**config.mk**
```make
export PLATFORM = sky130hd
export DESIGN_NAME = load_store_queue
export DESIGN_NICKNAME = d
export VERILOG_FILES = /design/src/rtl/lsq_pkg.sv /design/src/rtl/lsq_issue_fsm.sv /design/src/rtl/load_store_queue.sv
export SDC_FILE = /design/constraint.sdc
export NUM_CORES = 1
export LEC_CHECK = 0
export CAP_MARGIN = 20
export CORE_UTILIZATION = 59
export CTS_CLUSTER_SIZE = 12
export DETAILED_ROUTE_END_ITERATION = 8
export PLACE_DENSITY = 0.88
export SYNTH_ARGS = -nofsm -noshare
export SYNTH_HDL_FRONTEND = slang
export SYNTH_SLANG_ARGS = --single-unit
```
**constraint.sdc**
```tcl
create_clock -name clk -period 4.45 [get_ports clk]
set_clock_uncertainty 0.1 [all_clocks]
set_input_delay 0.89 -clock clk [delete_from_list [all_inputs] [get_ports clk]]
set_output_delay 0.89 -clock clk [all_outputs]
set_load 0.05 [all_outputs]
```
**src/rtl/lsq_pkg.sv**
```systemverilog
// Shared types for the load/store queue.
// Issue FSM states, entry layout and access-size encodings.
package lsq_pkg;

  typedef enum logic [1:0] {
    IDLE  = 2'd0,
    REQ   = 2'd1,
    RESP  = 2'd2,
    STALL = 2'd3
  } lsq_state_e;

  localparam logic SIZE_WORD = 1'b0;
  localparam logic SIZE_BYTE = 1'b1;

  localparam int XLEN = 32;

  typedef struct packed {
    logic            valid;
    logic            is_store;
    logic            size;
    logic            addr_rdy;
    logic            committed;
    logic [XLEN-1:0] pc;
    logic [XLEN-1:0] addr;
    logic [XLEN-1:0] data;
  } lsq_entry_t;

endpackage

```
**src/rtl/lsq_issue_fsm.sv**
```systemverilog
// Head-of-queue issue engine for the load/store queue.
// Sequences Cache requests, miss back-off and load completion.
module lsq_issue_fsm
  import lsq_pkg::*;
#(
  parameter int TAG_W     = 6,
  parameter int MISS_WAIT = 4
) (
  input  logic             clk,
  input  logic             rstn,
  input  logic             flush,
  input  logic             head_ok,
  input  logic             head_is_store,
  input  logic             head_size,
  input  logic [31:0]      head_pc,
  input  logic [31:0]      head_addr,
  input  logic [31:0]      head_data,
  input  logic [TAG_W-1:0] head_tag,
  input  logic             cacheMiss,
  input  logic [31:0]      lw_data,
  output logic [31:0]      PC_out,
  output logic [31:0]      address_out,
  output logic [31:0]      data_sw,
  output logic             memRead,
  output logic             memWrite,
  output logic             storeSize,
  output logic             fromLSQ,
  output logic             pop,
  output logic             ld_done_valid,
  output logic [TAG_W-1:0] ld_done_tag,
  output logic [31:0]      ld_done_data
);

  localparam int CNT_W = $clog2(MISS_WAIT + 1);

  lsq_state_e state;
  lsq_state_e state_nxt;
  logic [CNT_W-1:0] cnt;
  logic [CNT_W-1:0] cnt_nxt;
  logic drive;
  logic ld_pop;

  // Next state, stall counter and pop decision
  always_comb begin
    state_nxt = state;
    cnt_nxt   = cnt;
    pop       = 1'b0;
    unique case (state)
      IDLE: begin
        if (head_ok) state_nxt = REQ;
      end
      REQ: begin
        state_nxt = RESP;
      end
      RESP: begin
        if (cacheMiss) begin
          state_nxt = STALL;
          cnt_nxt   = CNT_W'(MISS_WAIT);
        end else begin
          pop       = 1'b1;
          state_nxt = IDLE;
        end
      end
      STALL: begin
        cnt_nxt = cnt - 1'b1;
        if (cnt <= CNT_W'(1)) state_nxt = REQ;
      end
      default: state_nxt = IDLE;
    endcase
  end

  assign drive  = (state == REQ) || (state == RESP);
  assign ld_pop = pop & ~head_is_store;

  assign PC_out      = drive ? head_pc   : '0;
  assign address_out = drive ? head_addr : '0;
  assign data_sw     = drive ? head_data : '0;
  assign memRead     = drive & ~head_is_store;
  assign memWrite    = drive & head_is_store;
  assign fromLSQ     = drive;
  assign storeSize   = (drive && head_size == SIZE_BYTE) ? SIZE_BYTE : SIZE_WORD;

  // State register and miss back-off counter
  always_ff @(posedge clk or negedge rstn) begin
    if (!rstn) begin
      state <= IDLE;
      cnt   <= '0;
    end else if (flush) begin
      state <= IDLE;
      cnt   <= '0;
    end else begin
      state <= state_nxt;
      cnt   <= cnt_nxt;
    end
  end

  // Registered load completion pulse
  always_ff @(posedge clk or negedge rstn) begin
    if (!rstn) begin
      ld_done_valid <= 1'b0;
      ld_done_tag   <= '0;
      ld_done_data  <= '0;
    end else if (flush) begin
      ld_done_valid <= 1'b0;
    end else begin
      ld_done_valid <= ld_pop;
      if (ld_pop) begin
        ld_done_tag  <= head_tag;
        ld_done_data <= lw_data;
      end
    end
  end

endmodule

```
**src/rtl/load_store_queue.sv**
```systemverilog
// In-order load/store queue between dispatch/AGU and the data Cache.
// Stores wait for ROB commit; one op issues at a time from the head.
module load_store_queue
  import lsq_pkg::*;
#(
  parameter int DEPTH     = 8,
  parameter int IDX_W     = 3,
  parameter int TAG_W     = 6,
  parameter int MISS_WAIT = 4
) (
  input  logic             clk,
  input  logic             rstn,
  input  logic             alloc_valid,
  input  logic             alloc_is_store,
  input  logic             alloc_size,
  input  logic [31:0]      alloc_pc,
  input  logic [TAG_W-1:0] alloc_tag,
  output logic [IDX_W-1:0] alloc_idx,
  output logic             full,
  input  logic             agu_valid,
  input  logic [IDX_W-1:0] agu_idx,
  input  logic [31:0]      agu_addr,
  input  logic [31:0]      agu_data,
  input  logic             commit_valid,
  input  logic [TAG_W-1:0] commit_tag,
  input  logic             flush,
  output logic [31:0]      PC_out,
  output logic [31:0]      address_out,
  output logic [31:0]      data_sw,
  output logic             memRead,
  output logic             memWrite,
  output logic             storeSize,
  output logic             fromLSQ,
  input  logic [31:0]      lw_data,
  input  logic             cacheMiss,
  output logic             ld_done_valid,
  output logic [TAG_W-1:0] ld_done_tag,
  output logic [31:0]      ld_done_data
);

  lsq_entry_t       q     [DEPTH];
  logic [TAG_W-1:0] tag_q [DEPTH];

  logic [IDX_W:0]   head;
  logic [IDX_W:0]   tail;
  logic [IDX_W:0]   count;
  logic [IDX_W-1:0] head_idx;
  logic [IDX_W-1:0] tail_idx;
  lsq_entry_t       h;
  logic             head_ok;
  logic             do_alloc;
  logic             pop;

  assign head_idx  = head[IDX_W-1:0];
  assign tail_idx  = tail[IDX_W-1:0];
  assign count     = tail - head;
  assign full      = (count == (IDX_W+1)'(DEPTH));
  assign alloc_idx = tail_idx;
  assign do_alloc  = alloc_valid & ~full;

  assign h       = q[head_idx];
  assign head_ok = h.valid & h.addr_rdy & (~h.is_store | h.committed);

  // Entry storage and circular pointers
  always_ff @(posedge clk or negedge rstn) begin
    if (!rstn) begin
      head <= '0;
      tail <= '0;
      for (int i = 0; i < DEPTH; i++) begin
        q[i]     <= '0;
        tag_q[i] <= '0;
      end
    end else if (flush) begin
      head <= '0;
      tail <= '0;
      for (int i = 0; i < DEPTH; i++) begin
        q[i].valid <= 1'b0;
      end
    end else begin
      for (int i = 0; i < DEPTH; i++) begin
        if (agu_valid && agu_idx == IDX_W'(i) && q[i].valid) begin
          q[i].addr     <= agu_addr;
          q[i].data     <= agu_data;
          q[i].addr_rdy <= 1'b1;
        end
        if (commit_valid && q[i].valid && q[i].is_store &&
            tag_q[i] == commit_tag) begin
          q[i].committed <= 1'b1;
        end
        if (pop && head_idx == IDX_W'(i)) begin
          q[i].valid <= 1'b0;
        end
        if (do_alloc && tail_idx == IDX_W'(i)) begin
          q[i].valid     <= 1'b1;
          q[i].is_store  <= alloc_is_store;
          q[i].size      <= alloc_size;
          q[i].addr_rdy  <= 1'b0;
          q[i].committed <= 1'b0;
          q[i].pc        <= alloc_pc;
          tag_q[i]       <= alloc_tag;
        end
      end
      head <= head + {{IDX_W{1'b0}}, pop};
      tail <= tail + {{IDX_W{1'b0}}, do_alloc};
    end
  end

  lsq_issue_fsm #(
    .TAG_W     (TAG_W),
    .MISS_WAIT (MISS_WAIT)
  ) u_issue (
    .clk           (clk),
    .rstn          (rstn),
    .flush         (flush),
    .head_ok       (head_ok),
    .head_is_store (h.is_store),
    .head_size     (h.size),
    .head_pc       (h.pc),
    .head_addr     (h.addr),
    .head_data     (h.data),
    .head_tag      (tag_q[head_idx]),
    .cacheMiss     (cacheMiss),
    .lw_data       (lw_data),
    .PC_out        (PC_out),
    .address_out   (address_out),
    .data_sw       (data_sw),
    .memRead       (memRead),
    .memWrite      (memWrite),
    .storeSize     (storeSize),
    .fromLSQ       (fromLSQ),
    .pop           (pop),
    .ld_done_valid (ld_done_valid),
    .ld_done_tag   (ld_done_tag),
    .ld_done_data  (ld_done_data)
  );

endmodule
```
==> results of run 1 <==
==> layout by cell type (no fill, tap or decap), types with 3 or more instances in the layout <==
| cell | Yosys | layout |
|---|---|---|
| dfrtp_1 | 908 | 905 |
| xnor2_1 | 28 | 28 |
| xor2_1 | 26 | 26 |
| inv_6 | 0 | 4 |
| nor2b_1 | 11 | 11 |
| buf_12 | 0 | 31 |
| mux2_2 | 865 | 865 |
| mux2i_1 | 7 | 7 |
| a21oi_1 | 104 | 104 |
| a31o_2 | 7 | 7 |
| inv_1 | 14 | 14 |
| nor2_1 | 35 | 35 |
| nand4_1 | 11 | 11 |
| dlygate4sd2_1 | 0 | 4 |
| buf_4 | 3 | 40 |
| and3_4 | 0 | 4 |
| nand2_1 | 213 | 213 |
| nor4_4 | 0 | 8 |
| clkinv_2 | 0 | 7 |
| nor4_1 | 9 | 9 |
| o21ai_0 | 9 | 9 |
| clkbuf_16 | 0 | 96 |
| clkbuf_1 | 101 | 28 |
| dlymetal6s2s_1 | 0 | 17 |
| mux4_2 | 211 | 211 |
| diode_2 | 0 | 14 |
| clkdlybuf4s50_1 | 0 | 271 |
| nand3_1 | 10 | 8 |
| a31oi_1 | 10 | 10 |
| dfrtp_4 | 0 | 3 |
| ha_1 | 13 | 13 |
| clkbuf_8 | 0 | 13 |
==> metal layers <==
metal	vias up	track usage, %	share of wire [%]
met5	-	0	0.14
met4	22	13.1	3.3
met3	218	7.00	7.0
met2	894	49.4	50
met1	13513	37.9	39
li1	10498	-	-
==> sequential cells by signal, summed over array words and instances (netlist names) <==
register / count
u_issue.ld_done_tag: 6
u_issue.ld_done_data: 32
tag_q: 48
u_issue.state: 2
u_issue.cnt: 3
head: 4
q: 808
u_issue.ld_done_valid: 1
tail: 4
==> per-stage QoR <==
stage               util, %  hold slack [ps]  setup WS [ps]  instance area [um2]
detailed placement     65.9              379            612                45300
floorplan                 -              357            931                41200
finish                 70.1              136           56.3                48300
global placement       65.9              367            680                45300
global route           70.1              173           8.88                48300
CTS                    70.0              177           4.37                48200
==> cell type report <==
| cell class | instances | area share [%] |
|---|---|---|
| inverters | 16 | 0.135 |
| clock buffers | 137 | 5.57 |
| diodes | 14 | 0.0726 |
| clock inverters | 16 | 0.337 |
| multi-input cells | 1604 | 36.3 |
| flip-flops and latches | 908 | 47.1 |
| repair buffers | 365 | 8.10 |
| well taps | 931 | 2.41 |
==> worst paths after layout <==
check / start / slack, ps / depth (start not counted) / to
worst max-delay path: head[1] / 60 / 6 / address_out[16]
worst min-delay path: rstn / 140 / 1 / q[454]
worst max register to register: head[1] / 940 / 9 / q[672]
worst min register to register: u_issue.ld_done_data[30] / 390 / 1 / u_issue.ld_done_data[30]
max in group asynchronous: rstn / 2730 / 2 / q[185]
min in group clk: u_issue.ld_done_data[30] / 390 / 1 / u_issue.ld_done_data[30]
==> cell families (layout without fill, tap and decap cells) <==
group / count (synthesis) / count (layout) / share of synthesized area [%]
AOI/OAI and AO/OA: 135 / 135 / 1.82
adders and majority gates: 13 / 13 / 0.395
muxes: 1084 / 1084 / 35.4
xor gates and xnor gates: 54 / 54 / 1.15
DFF: 908 / 908 / 55.2
buffers and inverters: 205 / 534 / 2.65
other: 0 / 14 / 0
and+or+nand+nor: 318 / 318 / 3.46
==> report_power, final <==
| group | switching (mW) | internal (mW) |
|---|---|---|
| Sequential | 0.710 | 9.41 |
| Combinational | 3.52 | 2.60 |
| Clock | 3.17 | 4.27 |
| Total | 7.40 | 16.3 |
==> critical path: stages (launching register included) <==
cell	delay, ps
dfrtp_4	450
buf_12	420
buf_4	450
mux4_2	270
nand2_1	60
a21oi_1	190
clkdlybuf4s50_1	820
==> repair_timing <==
action | in CTS | in global routing
resized for setup | 4 | 17
endpoints found under the hold margin | 0 | 0
setup endpoints to repair | 5 | 24
setup buffers | 1 | 1
pin swaps | 1 | 0
gates cloned | 0 | 0
==> qor.csv, run 1 <==
stage,metric,value,unit
status,status,completed,
cts,hold_buffers,0,
place,routabilityCongestion,0.853,
synth,syn-instance-count,2717,
cells_and_area,drive_gt1_share,42.9,%
critical_path,cp_max_fo,86,
cts,htreeDepth,3,
place,placedCellCount,3822,
synth,synth_nets,2882,
routing,drc,0,
timing,slew_viol_final,0,
timing,finalSetupViolCount,0,
critical_path,crit_type,register to primary output,
cts,path_clk_slew,60,ps
power_and_ir_drop,leakagePower,22.3,nW
cells_and_area,final-instance-count-excl-fill,3991,
cells_and_area,multiInputGateArea,17500,um2
cts,cts_made_buffers,93,
cts,cts.sinks,908,
floorplan,start_util,59.9,%
cts,clock_latency,640,ps
power_and_ir_drop,power_density,490,nW/um2
cts,clk_path_buf_depth,3,
cells_and_area,nets,3153,
timing,slew_headroom,34.2,%
cells_and_area,syn2layout_area_growth,17.2,%
power_and_ir_drop,power,23.7,mW
floorplan,die_w,266,um
synth,yosys_warnings,0,
synth,synth_top_area_share,55.2,%
cells_and_area,regArea,22700,um2
synth,synthArstFlopShare,100,%
timing,tightest_slew,986,ps
synth,synth_area_per_cell,15.2,um2
routing,dr.pass1.iters,5,
global_routing,gr-total-overflow,0,
place,hpwl,61800,um
synth,yosysSeqAreaShare,55.2,%
synth,synthFlopType,dfrtp_1,
timing,hold_violations,0,
place,portBuffers,294,
global_routing,grt_max_degree,149,
routing,drt_iter0_drc,1757,
floorplan,core_area,68800,um2
timing,fmax,0.228,GHz
routing,ant_nets,0,
power_and_ir_drop,irDropWorstVdd,0.331,mV
floorplan,dieArea,70900,um2
timing,fin_crit,4390,ps
global_routing,grt_pass1_wl,162000,um
cells_and_area,nFillCells,4204,
global_routing,track_usage,29.9,%
synth,synth_commonest_cells,"908 x dfrtp_1, 865 x mux2_2, 213 x nand2_1, 211 x mux4_2, 104 x a21oi_1",
run,drv_cap,0,
routing,num_vias,25145,
critical_path,end_kind,primary output,
synth,synth_edf_count,0,
synth,yosys.area.top_type,dfrtp_1,
critical_path,critPathArrivalTime,3400,ps
routing,routed_wl,103000,um
synth,synth_cell_type_count,44,
critical_path,cp.required,3460,ps
floorplan,ios,295,
timing,rsz0062_at_grt,false,
critical_path,worstSetupStartpointType,register,
min_path,hp-class,primary input to asynchronous set/reset pin,
synth,synthMostInstantiatedCell,dfrtp_1,
synth,synth.ff_latch_count,908,
cts,ctsRootBufferMaster,clkbuf_16,
synth,ys_top_cells_by_area,"dfrtp_1 55%, mux2_2 24%, mux4_2 12%",
timing,tns,0,ps
synth,synth_area,41200,um2
floorplan,die_y,266,um
global_routing,grt_antenna_before_repair,26,
timing,timing.final.crit_share,98.7,%
routing,post_drt_wl_per_cell,25.9,um
floorplan,row_count,96,
cts,cts_tree,done,
routing,viasPerCell,6.30,
global_routing,grt_pass1_vias,27788,
No activity file was read; power rests on OpenSTA's default activity.
==> run 2: changes to the inputs <==
- MAX_ROUTING_LAYER: not set -> met4
==> run 2 against run 1 <==
  * Sequential share of layout area about the same
  * Global-route usage rose by 0.94 points
  * Critical endpoint is now address_out[24]
  * Critical path type unchanged
  * Final cell count grew 0.28%
  * First-iteration DRC count grew 3.3%
  * Largest power group unchanged
  * Highest routed layer is now met4
  * Combinational power about the same
  * Clock power barely moved
  * Wire length about the same
  * Hold slack improved by 5.1 ps
  * Utilization hardly changed
  * Maximum frequency grew 0.17%
  * Clock-buffer cell count stayed put
  * Sequential power about the same
  * Largest cell class unchanged
==> qor.csv, run 2 (synthesis gave the netlist of run 1 again) <==
stage,metric,value,unit
cells_and_area,mostFrequentLayoutCell,dfrtp_1,
min_path,hp-class,primary input to asynchronous set/reset pin,
global_routing,gr-total-overflow,0,
timing,fin_crit,4390,ps
power_and_ir_drop,power_frac_comb,25.9,%
global_routing,track_usage,30.9,%
global_routing,grt_max_degree,149,
routing,num_vias,25124,
global_routing,grt_antenna_before_repair,26,
routing,dr.pass1.iters,6,
timing,hold_violations,0,
power_and_ir_drop,switching_share,31.3,%
critical_path,worstSetupStartpointType,register,
cells_and_area,top_register,q,
floorplan,dieArea,70900,um2
power_and_ir_drop,irDropWorstVdd,0.333,mV
timing,rsz0062_at_grt,false,
cts,hold_buffers,0,
timing,slew_viol_final,0,
cells_and_area,nFillCells,4197,
timing,slew_headroom,34.2,%
timing,tns,0,ps
cells_and_area,syn2layout_area_growth,17.2,%
power_and_ir_drop,power_density,490,nW/um2
floorplan,die_y,266,um
place,portBuffers,294,
timing,tightest_slew,988,ps
timing,finalSetupViolCount,0,
floorplan,die_w,266,um
cells_and_area,reg_top3,"q (808), tag_q (48), u_issue.ld_done_data (32)",
floorplan,start_util,59.9,%
critical_path,crit_type,register to primary output,
critical_path,cp_max_fo,86,
power_and_ir_drop,leakagePower,22.3,nW
place,hpwl,61800,um
power_and_ir_drop,power_switching,7.40,mW
power_and_ir_drop,pwr-share-clk,31.4,%
power_and_ir_drop,pwr-share-seq,42.7,%
place,dpl_cell_area,45300,um2
status,status,completed,
cells_and_area,stdcell_area,48300,um2
routing,drc,0,
power_and_ir_drop,internal_power,16.3,mW
cts,cts_tree,done,
floorplan,ios,295,
timing,fmax,0.228,GHz
routing,routed_wl,103000,um
routing,viasPerCell,6.28,
cells_and_area,final_cell_mix,"905 x dfrtp_1, 865 x mux2_2, 270 x clkdlybuf4s50_1, 213 x nand2_1, 211 x mux4_2",
critical_path,end_kind,primary output,
cells_and_area,largest_reg_flops,808,
critical_path,critPathArrivalTime,3400,ps
place,routabilityCongestion,0.867,
global_routing,grt_pass1_wl,162000,um
cells_and_area,drive_gt1_share,42.9,%
cts,clock_latency,650,ps
global_routing,grt_pass1_vias,27789,
critical_path,cp.required,3460,ps
cells_and_area,nets,3153,
cts,clk_path_buf_depth,3,
floorplan,core_area,68800,um2
timing,timing.final.crit_share,98.6,%
floorplan,row_count,96,
routing,ant_nets,0,
run,drv_cap,0,
cts,cts_made_buffers,93,
cts,ctsRootBufferMaster,clkbuf_16,
cts,cts.sinks,908,
routing,drt_iter0_drc,1815,
cts,path_clk_slew,60,ps
cts,htreeDepth,3,
routing,post_drt_wl_per_cell,25.8,um
## run 2: cell types whose count changed in the layout (fill, tap and decap cells not counted)
| cell | change |
|---|---|
| clkdlybuf4s50_1 | -1 |
| diode_2 | +11 |
| dlymetal6s2s_1 | +1 |
## run 2: layout make-up
type / instances / area (um2) / share of cell area (%)
Sequential cell: 908 / 22700 / 47.1
Clock buffer: 137 / 2690 / 5.56
Clock inverter: 16 / 163 / 0.337
Antenna cell: 25 / 62.6 / 0.130
Multi-Input combinational cell: 1604 / 17500 / 36.3
Inverter: 16 / 65.1 / 0.135
Tap cell: 931 / 1160 / 2.41
Timing Repair Buffer: 365 / 3910 / 8.10
## run 2: worst paths after layout
kind                            cells after the start                startpoint                       end  slack (ps)
worst min register to register                      1  u_issue.ld_done_data[30]  u_issue.ld_done_data[30]         390
worst min-delay path                                1                      rstn                    q[454]         140
worst max-delay path                                6                   head[1]           address_out[24]          60
max in group asynchronous                           2                      rstn                    q[785]        2710
worst max register to register                      9                   head[1]                    q[672]         920
min in group clk                                    1  u_issue.ld_done_data[30]  u_issue.ld_done_data[30]         390
## run 2: layer usage
layer  vias to the layer above  share of wire (%)  track usage [%]
met5                         -                  0                -
met4                         0                2.9             13.1
met3                       173                7.0             7.01
met2                       878                 51             49.4
met1                     13579                 39             37.9
li1                      10494                  -                -
## run 2: metrics by stage
step | util [%] | std cells | worst slack [ps] | hold WS (ps) | total power, mW
floorplan | - | 2717 | 931 | 357 | 14.1
global placement | 65.9 | 3822 | 680 | 367 | 16.0
detailed placement | 65.9 | 3822 | 612 | 379 | 16.3
CTS | 70.0 | 3976 | 4.37 | 177 | 23.8
global route | 70.2 | 4002 | 9.00 | 172 | 24.5
finish | 70.2 | 4002 | 63.6 | 141 | 23.7
## run 2: critical path: stages (launching register included)
cell and delay [ps]:
dfrtp_4 450, buf_12 430, buf_4 430, mux4_2 260
nand2_1 60, a21oi_1 210, clkdlybuf4s50_1 830
## run 2: power by group through the flow
stage / Clock, mW / Combinational, mW / Sequential [mW]
after floorplan: 0 / 3.60 / 10.5
after global routing: 7.85 / 6.46 / 10.2
after detailed placement: 0 / 6.11 / 10.2
after global placement: 0 / 5.95 / 10.1
final: 7.44 / 6.12 / 10.1
after CTS: 7.53 / 6.16 / 10.1
## run 2: repair_timing
action / in CTS / in global routing
pin swaps: 1 / 0
setup buffers: 1 / 1
resized for setup: 4 / 18
setup endpoints to repair: 5 / 25
==> run 3: changes to the inputs <==
- PLACE_DENSITY: 0.88 -> 0.8
==> run 3 against run 2 <==
  * Critical path depth shrank 1
  * Register-to-register slack gained 230 ps
  * Maximum frequency grew 0.35%
  * Non-clock buffer count grew 5
  * Utilization grew 0.13 points
  * Clock-buffer cell count grew 6
  * Sequential power is essentially flat
  * Power shrank 0.28%
==> qor.csv, run 3 (synthesis gave the netlist of run 1 again) <==
stage,metric,value,unit
status,status,completed,
timing,rsz0062_at_grt,false,
critical_path,worstSetupStartpointType,register,
power_and_ir_drop,switching_share,30.9,%
cells_and_area,regArea,22700,um2
place,place_ws,681,ps
cts,clk_path_buf_depth,3,
place,portBuffers,294,
timing,slew_viol_final,0,
cells_and_area,nets,3158,
cts,cts_made_buffers,93,
timing,setup_ws,79.1,ps
cts,cts_tree,done,
cells_and_area,multiInputGateArea,17500,um2
cts,cts_setup_buffers,0,
cts,cts.sinks,908,
timing,tns,0,ps
min_path,hp-class,primary input to asynchronous set/reset pin,
critical_path,critPathArrivalTime,3380,ps
cells_and_area,syn2layout_area_growth,17.4,%
critical_path,crit_type,register to primary output,
global_routing,gr-total-overflow,0,
power_and_ir_drop,leakagePower,22.1,nW
floorplan,core_area,68800,um2
cells_and_area,nFillCells,4460,
global_routing,grt_antenna_before_repair,18,
global_routing,grt_pass1_wl,158000,um
timing,tightest_slew,967,ps
timing,slew_headroom,35.5,%
global_routing,track_usage,30.1,%
power_and_ir_drop,power_density,488,nW/um2
place,dpl_cell_area,45500,um2
routing,routed_wl,101000,um
routing,post_drt_wl_per_cell,25.1,um
power_and_ir_drop,pwr-share-clk,31.3,%
critical_path,crit_family,buffers and inverters,
cts,ctsRootBufferMaster,clkbuf_16,
cells_and_area,mostFrequentLayoutCell,dfrtp_1,
routing,viasPerCell,6.16,
critical_path,cp_slowest_cell,clkdlybuf4s50_1,
floorplan,dieArea,70900,um2
power_and_ir_drop,pwr-share-seq,42.8,%
floorplan,ios,295,
power_and_ir_drop,power_frac_comb,26.0,%
routing,dr.pass1.iters,5,
critical_path,cp.required,3460,ps
floorplan,die_y,266,um
critical_path,cp_cell_sequence,buf_12 -> mux4_2 -> nand2_1 -> a21oi_1 -> clkdlybuf4s50_1,
power_and_ir_drop,internal_power,16.3,mW
cells_and_area,final_cell_mix,"905 x dfrtp_1, 865 x mux2_2, 281 x clkdlybuf4s50_1, 213 x nand2_1, 211 x mux4_2",
place,hpwl,60800,um
cts,clock_latency,630,ps
cells_and_area,reg_top3,"q (808), tag_q (48), u_issue.ld_done_data (32)",
timing,fin_crit,4370,ps
cells_and_area,largest_reg_flops,808,
timing,fmax,0.229,GHz
routing,drt_iter0_drc,1504,
critical_path,crit_buf_inv,2,
global_routing,grt_pass1_vias,26809,
power_and_ir_drop,power,23.6,mW
run,drv_cap,0,
timing,finalSetupViolCount,0,
routing,num_vias,24637,
critical_path,end_kind,primary output,
cts,htreeDepth,3,
timing,hold_violations,0,
cells_and_area,final_core_util,70.3,%
routing,drc,0,
place,routabilityCongestion,0.816,
floorplan,start_util,59.9,%
cells_and_area,stdcell_area,48400,um2
floorplan,row_count,96,
critical_path,critPathMaxStageDelay,880,ps
critical_path,cp_max_fo,43,
cells_and_area,drive_gt1_share,43.3,%
floorplan,die_w,266,um
global_routing,grt_max_degree,107,
cells_and_area,top_register,q,
routing,ant_nets,0,
power_and_ir_drop,power_switching,7.29,mW
cts,path_clk_slew,60,ps
power_and_ir_drop,irDropWorstVdd,0.349,mV
timing,timing.final.crit_share,98.2,%
==> run 3: cell count changes in the layout (fill, tap and decap cells not counted), moves of 2 or more <==
| cell | previous run | this run |
|---|---|---|
| buf_12 | 31 | 40 |
| buf_4 | 40 | 43 |
| clkbuf_8 | 13 | 21 |
| clkdlybuf4s50_1 | 270 | 281 |
| clkinv_2 | 7 | 9 |
| diode_2 | 25 | 18 |
| dlygate4sd2_1 | 4 | 0 |
| dlymetal6s2s_1 | 18 | 4 |
| inv_6 | 4 | 1 |
==> run 3: power groups by stage <==
stage | sequential, mW | combinational, mW | clock [mW]
after floorplan | 10.5 | 3.60 | 0
final | 10.1 | 6.13 | 7.39
after detailed placement | 10.2 | 6.14 | 0
after global placement | 10.1 | 6.01 | 0
after CTS | 10.1 | 6.18 | 7.52
after global routing | 10.2 | 6.47 | 7.84
==> run 3: layer usage <==
layer / share of wire, % / global-route usage, %
met1: 41 / 38.8
met2: 51 / 48.4
met5: 0 / -
met3: 6.4 / 5.87
met4: 2.3 / 9.30
==> run 3: final timing paths <==
path | from | to | slack, ps | cells after the start
min in group clk | u_issue.ld_done_tag[2] | u_issue.ld_done_tag[2] | 390 | 2
worst max-delay path | head[0] | PC_out[4] | 80 | 5
max in group asynchronous | rstn | q[641] | 2780 | 3
worst min-delay path | rstn | q[557] | 210 | 1
worst min register to register | u_issue.ld_done_tag[2] | u_issue.ld_done_tag[2] | 390 | 2
worst max register to register | head[0] | q[673] | 1150 | 8
==> run 3: cell type report <==
cell class,count,area share [%]
Antenna cell,18,0.0931
Clock buffer,143,5.72
Clock inverter,11,0.173
Inverter,16,0.134
Multi-Input combinational cell,1604,36.2
Sequential cell,908,47.0
Tap cell,931,2.41
Timing Repair Buffer,370,8.29
==> run 3: timing repair <==
| item | 4_1_cts | 5_1_grt |
|---|---|---|
| hold buffers | 0 | 0 |
| hold endpoints to repair | 0 | 0 |
| endpoints found under the setup margin | 0 | 4 |
| gates resized for setup | 0 | 4 |
==> run 3: stage by stage <==
step                cells  hold slack [ps]
CTS                  3982              237
global route         4001              267
detailed placement   3828              374
floorplan            2717              357
finish               4001              211
global placement     3828              365
